<file path="config.mk">
export PLATFORM = sky130hd
export DESIGN_NAME = video_sync_gen
export DESIGN_NICKNAME = d
export VERILOG_FILES = /design/src/rtl/video_sync_gen.sv
export SDC_FILE = /design/constraint.sdc
export NUM_CORES = 1
export LEC_CHECK = 0
export ABC_AREA = 1
export BUFFER_PORTS_ARGS = -buffer_cell sky130_fd_sc_hd__buf_4
export CORE_MARGIN = 2
export CORE_UTILIZATION = 45
export DETAILED_ROUTE_END_ITERATION = 8
export PLACE_DENSITY = 0.71
export SLEW_MARGIN = 20
export SYNTH_ARGS = -nofsm -noshare
export SYNTH_HDL_FRONTEND = slang
export SYNTH_SLANG_ARGS = --single-unit
</file>
<file path="constraint.sdc">
create_clock -name clk -period 8.78 [get_ports clk]
set_input_delay 0 -clock clk [delete_from_list [all_inputs] [get_ports clk]]
set_output_delay 0 -clock clk [all_outputs]
set_load 0.01 [all_outputs]
</file>
<file path="src/rtl/video_sync_gen.sv">
// Programmable video timing generator: hs/vs/hbl/vbl/de plus position counters,
// with shadowed configuration applied at frame start and toggle-based frame realignment.
module video_sync_gen #(
  parameter int HW = 12,
  parameter int VW = 11
) (
  input  logic          clk,
  input  logic          reset_n,
  input  logic          ce_pix,
  input  logic [HW-1:0] cfg_hact,
  input  logic [HW-1:0] cfg_hfp,
  input  logic [HW-1:0] cfg_hsw,
  input  logic [HW-1:0] cfg_hbp,
  input  logic [VW-1:0] cfg_vact,
  input  logic [VW-1:0] cfg_vfp,
  input  logic [VW-1:0] cfg_vsw,
  input  logic [VW-1:0] cfg_vbp,
  input  logic          cfg_hpol,
  input  logic          cfg_vpol,
  input  logic          cfg_load,
  output logic          cfg_pending,
  output logic          cfg_err,
  input  logic          sync_in,
  input  logic          lock_en,
  output logic          hs_out,
  output logic          vs_out,
  output logic          hbl_out,
  output logic          vbl_out,
  output logic          de_out,
  output logic [HW-1:0] hcnt,
  output logic [VW-1:0] vcnt,
  output logic          frame_start
);

  typedef struct packed {
    logic [HW-1:0] hact, hfp, hsw, hbp;
    logic [VW-1:0] vact, vfp, vsw, vbp;
    logic          hpol, vpol;
  } cfg_t;

  localparam cfg_t CFG_DEF = '{hact: HW'(640), hfp: HW'(16), hsw: HW'(96), hbp: HW'(48),
                               vact: VW'(480), vfp: VW'(10), vsw: VW'(2),  vbp: VW'(33),
                               hpol: 1'b1, vpol: 1'b1};

  function automatic logic [HW+1:0] htot_f(cfg_t c);
    return (HW+2)'(c.hact) + (HW+2)'(c.hfp) + (HW+2)'(c.hsw) + (HW+2)'(c.hbp);
  endfunction

  function automatic logic [VW+1:0] vtot_f(cfg_t c);
    return (VW+2)'(c.vact) + (VW+2)'(c.vfp) + (VW+2)'(c.vsw) + (VW+2)'(c.vbp);
  endfunction

  localparam logic [HW+1:0] HTOT_DEF = htot_f(CFG_DEF);
  localparam logic [VW+1:0] VTOT_DEF = vtot_f(CFG_DEF);
  localparam logic [HW-1:0] HCNT_RST = HW'(HTOT_DEF - 1'b1);
  localparam logic [VW-1:0] VCNT_RST = VW'(VTOT_DEF - 1'b1);

  cfg_t          act_q, act_d, pset_q, pset_d, cfg_in, eff;
  logic          pending_q, pending_d, err_q, err_d;
  logic          req_q, req_d, sync_q, sync_d;
  logic [HW-1:0] hcnt_q, hcnt_d, hcnt_n;
  logic [VW-1:0] vcnt_q, vcnt_d, vcnt_n;
  logic          hs_q, hs_d, vs_q, vs_d, hbl_q, hbl_d, vbl_q, vbl_d, de_q, de_d, fs_q, fs_d;
  logic [HW+1:0] htot_a, h_x, hs_beg, hs_end;
  logic [VW+1:0] vtot_a, v_x, vs_beg, vs_end;
  logic          line_end, fs_evt, apply, pset_ok;

  always_comb begin
    cfg_in = '{hact: cfg_hact, hfp: cfg_hfp, hsw: cfg_hsw, hbp: cfg_hbp,
               vact: cfg_vact, vfp: cfg_vfp, vsw: cfg_vsw, vbp: cfg_vbp,
               hpol: cfg_hpol, vpol: cfg_vpol};
    pset_ok = (|pset_q.hact) && (|pset_q.hfp) && (|pset_q.hsw) && (|pset_q.hbp) &&
              (|pset_q.vact) && (|pset_q.vfp) && (|pset_q.vsw) && (|pset_q.vbp) &&
              (htot_f(pset_q) <= (HW+2)'(2**HW)) && (vtot_f(pset_q) <= (VW+2)'(2**VW));

    htot_a   = htot_f(act_q);
    vtot_a   = vtot_f(act_q);
    line_end = ({2'b00, hcnt_q} == htot_a - 1'b1);
    fs_evt   = line_end & (req_q | ({2'b00, vcnt_q} == vtot_a - 1'b1));
    // A load landing on the apply clock replaces the pending set instead of applying it.
    apply    = ce_pix & fs_evt & pending_q & ~cfg_load;

    hcnt_n = line_end ? '0 : hcnt_q + 1'b1;
    vcnt_n = !line_end ? vcnt_q : (fs_evt ? '0 : vcnt_q + 1'b1);

    // The first line of a new frame is decoded with the set that takes effect there.
    eff    = (apply & pset_ok) ? pset_q : act_q;
    h_x    = {2'b00, hcnt_n};
    v_x    = {2'b00, vcnt_n};
    hs_beg = (HW+2)'(eff.hact) + (HW+2)'(eff.hfp);
    hs_end = hs_beg + (HW+2)'(eff.hsw);
    vs_beg = (VW+2)'(eff.vact) + (VW+2)'(eff.vfp);
    vs_end = vs_beg + (VW+2)'(eff.vsw);

    hcnt_d = hcnt_q;
    vcnt_d = vcnt_q;
    hs_d   = hs_q;
    vs_d   = vs_q;
    hbl_d  = hbl_q;
    vbl_d  = vbl_q;
    de_d   = de_q;
    fs_d   = 1'b0;
    if (ce_pix) begin
      hcnt_d = hcnt_n;
      vcnt_d = vcnt_n;
      hbl_d  = (h_x >= (HW+2)'(eff.hact));
      vbl_d  = (v_x >= (VW+2)'(eff.vact));
      de_d   = ~hbl_d & ~vbl_d;
      hs_d   = ((h_x >= hs_beg) && (h_x < hs_end)) ^ eff.hpol;
      vs_d   = ((v_x >= vs_beg) && (v_x < vs_end)) ^ eff.vpol;
      fs_d   = fs_evt;
    end

    req_d  = (req_q & ~(ce_pix & line_end)) | (lock_en & (sync_in ^ sync_q));
    sync_d = sync_in;

    act_d     = act_q;
    pset_d    = pset_q;
    pending_d = pending_q;
    err_d     = err_q;
    if (cfg_load) begin
      pset_d    = cfg_in;
      pending_d = 1'b1;
      err_d     = 1'b0;
    end else if (apply) begin
      pending_d = 1'b0;
      if (pset_ok) act_d = pset_q;
      else         err_d = 1'b1;
    end
  end

  always_ff @(posedge clk) begin
    if (!reset_n) begin
      act_q     <= CFG_DEF;
      pset_q    <= CFG_DEF;
      pending_q <= 1'b0;
      err_q     <= 1'b0;
      req_q     <= 1'b0;
      sync_q    <= sync_in;
      hcnt_q    <= HCNT_RST;
      vcnt_q    <= VCNT_RST;
      hs_q      <= CFG_DEF.hpol;
      vs_q      <= CFG_DEF.vpol;
      hbl_q     <= 1'b1;
      vbl_q     <= 1'b1;
      de_q      <= 1'b0;
      fs_q      <= 1'b0;
    end else begin
      act_q     <= act_d;
      pset_q    <= pset_d;
      pending_q <= pending_d;
      err_q     <= err_d;
      req_q     <= req_d;
      sync_q    <= sync_d;
      hcnt_q    <= hcnt_d;
      vcnt_q    <= vcnt_d;
      hs_q      <= hs_d;
      vs_q      <= vs_d;
      hbl_q     <= hbl_d;
      vbl_q     <= vbl_d;
      de_q      <= de_d;
      fs_q      <= fs_d;
    end
  end

  assign cfg_pending = pending_q;
  assign cfg_err     = err_q;
  assign hs_out      = hs_q;
  assign vs_out      = vs_q;
  assign hbl_out     = hbl_q;
  assign vbl_out     = vbl_q;
  assign de_out      = de_q;
  assign hcnt        = hcnt_q;
  assign vcnt        = vcnt_q;
  assign frame_start = fs_q;

endmodule

</file>
==> summary.txt <==
Port Buffers -> 130
Hold Path Origin -> reset_n
# nets final -> 3,064
IO Pins -> 131
DRT Wirelength -> 54,800 µm
final core utilization -> 0.543
Worst Setup End Kind -> flip-flop
Worst-Margin Slew -> 0.954 ns
leak pwr -> 10.7 nW
hpwl dp -> 42,600 µm
Worst setup SP type -> flip-flop
cell repeated most along the worst path -> a21oi_1
synth top area cells -> dfxtp_1 25%, ha_1 13%, fa_1 11%
Die Area -> 0.0414 mm²
sequential element share of the synthesized area -> 0.247
final critical-path share of the clock period -> 0.930
Hold Slack -> 0.0622 ns
Clock Sinks -> 221
htree depth -> 1
die height -> 204 µm
# rows -> 73
DRC -> 0
Max-slew headroom -> 0.363
Final Hold Vio Count -> 0
die width -> 204 µm
Non-Filler Instances -> 3,233
Cells after Synth -> 2,478
Reg-to-Reg End -> vs_out
GR Util met2 -> 0.476
DRT antenna net count -> 0
CP max FO -> 11
Period minus WS final -> 8.17 ns
post-synth cell types -> 48
R2R depth -> 48
Avg WL per Cell -> 16.9 µm
Max Transition Viols Final -> 0
RD Place Congestion -> 0.966
RR Startpoint -> act_q[47]
VDD IR max -> 0.000150 V
commonest non-fill, non-tap cells in the layout -> 461 x inv_1, 415 x nand2_1, 236 x a21oi_1, 221 x dfxtp_1, 183 x nor2_1
Worst Path Required -> 9.22 ns
top_reg_cell synth -> dfxtp_1
reg2reg setup slack -> 0.61 ns
flop and latch count out of synthesis -> 221
worst min path class -> primary input to flip-flop
syn avg cell area -> 7.23 µm²
initial drt markers -> 1,006
met3 Usage GRT -> 0.0292
syn_nets -> 2,855
initial antenna violation count -> 1
number of cells on the worst hold path -> 2
GRT Util Overall -> 0.265
final setup vio count -> 0
FMAX -> 122 MHz
largest net degree at the start of global routing -> 98
Area Growth Syn to Fin -> 19.8%
total grt overflow -> 0
commonest non-fill, non-tap cell in the layout -> inv_1
Initial Util -> 0.453
critical path class -> flip-flop to flip-flop
Worst Path Arrival -> 8.61 ns
Cell Pwr Density -> 148 mW/mm²
skew final -> 0.0205 ns
first-pass GRT wire length -> 86,600 µm
Clock Pin Slew Worst Setup and Hold Paths -> 0.06 ns
placed instance count -> 3,066
Max stage delay on crit path -> 0.55 ns
root buffer cell -> clkbuf_16
area leader, netlist -> dfxtp_1
DR vias -> 16,900
core area -> 0.0395 mm²
status -> complete, no violations
clock latency at the later pin of the worst-skew pair -> 0.56 ns
drt first pass iters -> 5
share of layout cells above drive strength 1 -> 0.0924
clock tree buffer depth -> 3
Worst Hold End -> act_q[43]
Num CTS Buffers -> 26
Max Cap Viol -> 0
EDFF count, synth -> 0
top cell type's share of synthesized area -> 0.247
total power -> 3.17 mW
crit path max-delay cell type -> fa_1
share of synthesized flip-flops with an asynchronous set or reset -> 0
Post-Syn Area -> 0.0179 mm²
synth warn -> 0
met1 Use GR -> 0.308
vias in the first global route -> 17,000
number of vias per cell -> 5.22
layer with the highest usage -> met2
CTS tree -> built
==> layer usage <==
layer  wire [µm]  up-vias
met5           0        -
met4        3360        0
met2       27000      487
li1            -     8449
met3        2440      158
met1       22000     7790
==> what timing repair did <==
item,in CTS,in global routing
gates resized for setup,0,15
endpoints found under the hold margin,113,0
setup buffers,0,2
endpoints found under the setup margin,0,2
hold buffers,115,0
==> where the power goes <==
part	switching, mW	leakage (nW)	total [mW]	internal, mW
clock	0.467	0.423	1.13	0.664
combinational	0.567	8.42	0.942	0.375
sequential	0.0532	1.81	1.10	1.05
==> state kept, by name, indices dropped and copies added (netlist names), 11 cells and up <==
register / count
pset_q: 94
act_q: 94
vcnt: 11
hcnt: 12
==> critical path: cells and delay by family (launching register included) <==
| family | cells | cell delay (ns) |
|---|---|---|
| fa+ha+maj | 9 | 3.03 |
| flops | 1 | 0.33 |
| compound gates | 14 | 1.96 |
| simple gates | 17 | 1.74 |
| buf+inv | 6 | 0.53 |
| xor+xnor | 2 | 0.43 |
==> cell families (layout without fill, tap and decap cells) <==
logic type	count (synthesis)	after routing	share of synthesized area
AND/OR/NAND/NOR	846	847	0.208
buffers and inverters	542	770	0.114
AO/OA/AOI/OAI	519	519	0.161
adder cells (fa/ha/maj)	277	277	0.233
flip-flops	221	221	0.247
XOR/XNOR	73	73	0.0365
other	0	1	0
==> cell type report <==
| class | count | area [µm²] |
|---|---|---|
| timing repair buffer | 256 | 2240 |
| clock buffer | 36 | 759 |
| antenna | 1 | 2.50 |
| tap | 525 | 657 |
| sequential | 221 | 4420 |
| multi-input combinational | 1716 | 11500 |
| fill | 3691 | 18100 |
| inverter | 466 | 1760 |
| clock inverter | 12 | 126 |
==> synthesized netlist by cell type, types with 14 or more instances <==
master    number
a211oi_1      59
nand3_1      115
o21ai_0      166
nand4_1       40
xnor2_1       26
o21bai_1      14
nor2_1       185
inv_1        463
xor2_1        45
nand2_1      415
dfxtp_1      221
clkbuf_1      69
nand2_2       24
fa_1          94
ha_1         183
nor4_1        14
nor3_1        18
a21oi_1      237
==> stage by stage <==
stage | TNS [ns] | cell area (µm²) | worst slack [ns]
global placement | 0 | 19300 | 0.543
CTS | 0 | 21400 | 0.268
finish | 0 | 21500 | 0.611
floorplan | 0 | 17900 | 0.909
global route | -0.000782 | 21500 | -0.000782
detailed placement | 0 | 19300 | 0.338
==> worst max-delay path by stage <==
stage,depth (start not counted),start,to,slack [ns]
after global placement,48,act_q[59],vs_out,0.54
after floorplan,55,act_q[59],hs_out,0.91
final,48,act_q[47],vs_out,0.61
after global routing,46,act_q[47],vs_out,-0.0008
after CTS,48,act_q[47],vs_out,0.27
after detailed placement,48,act_q[59],vs_out,0.34
Note: power is estimated with default switching activity, not from simulation.
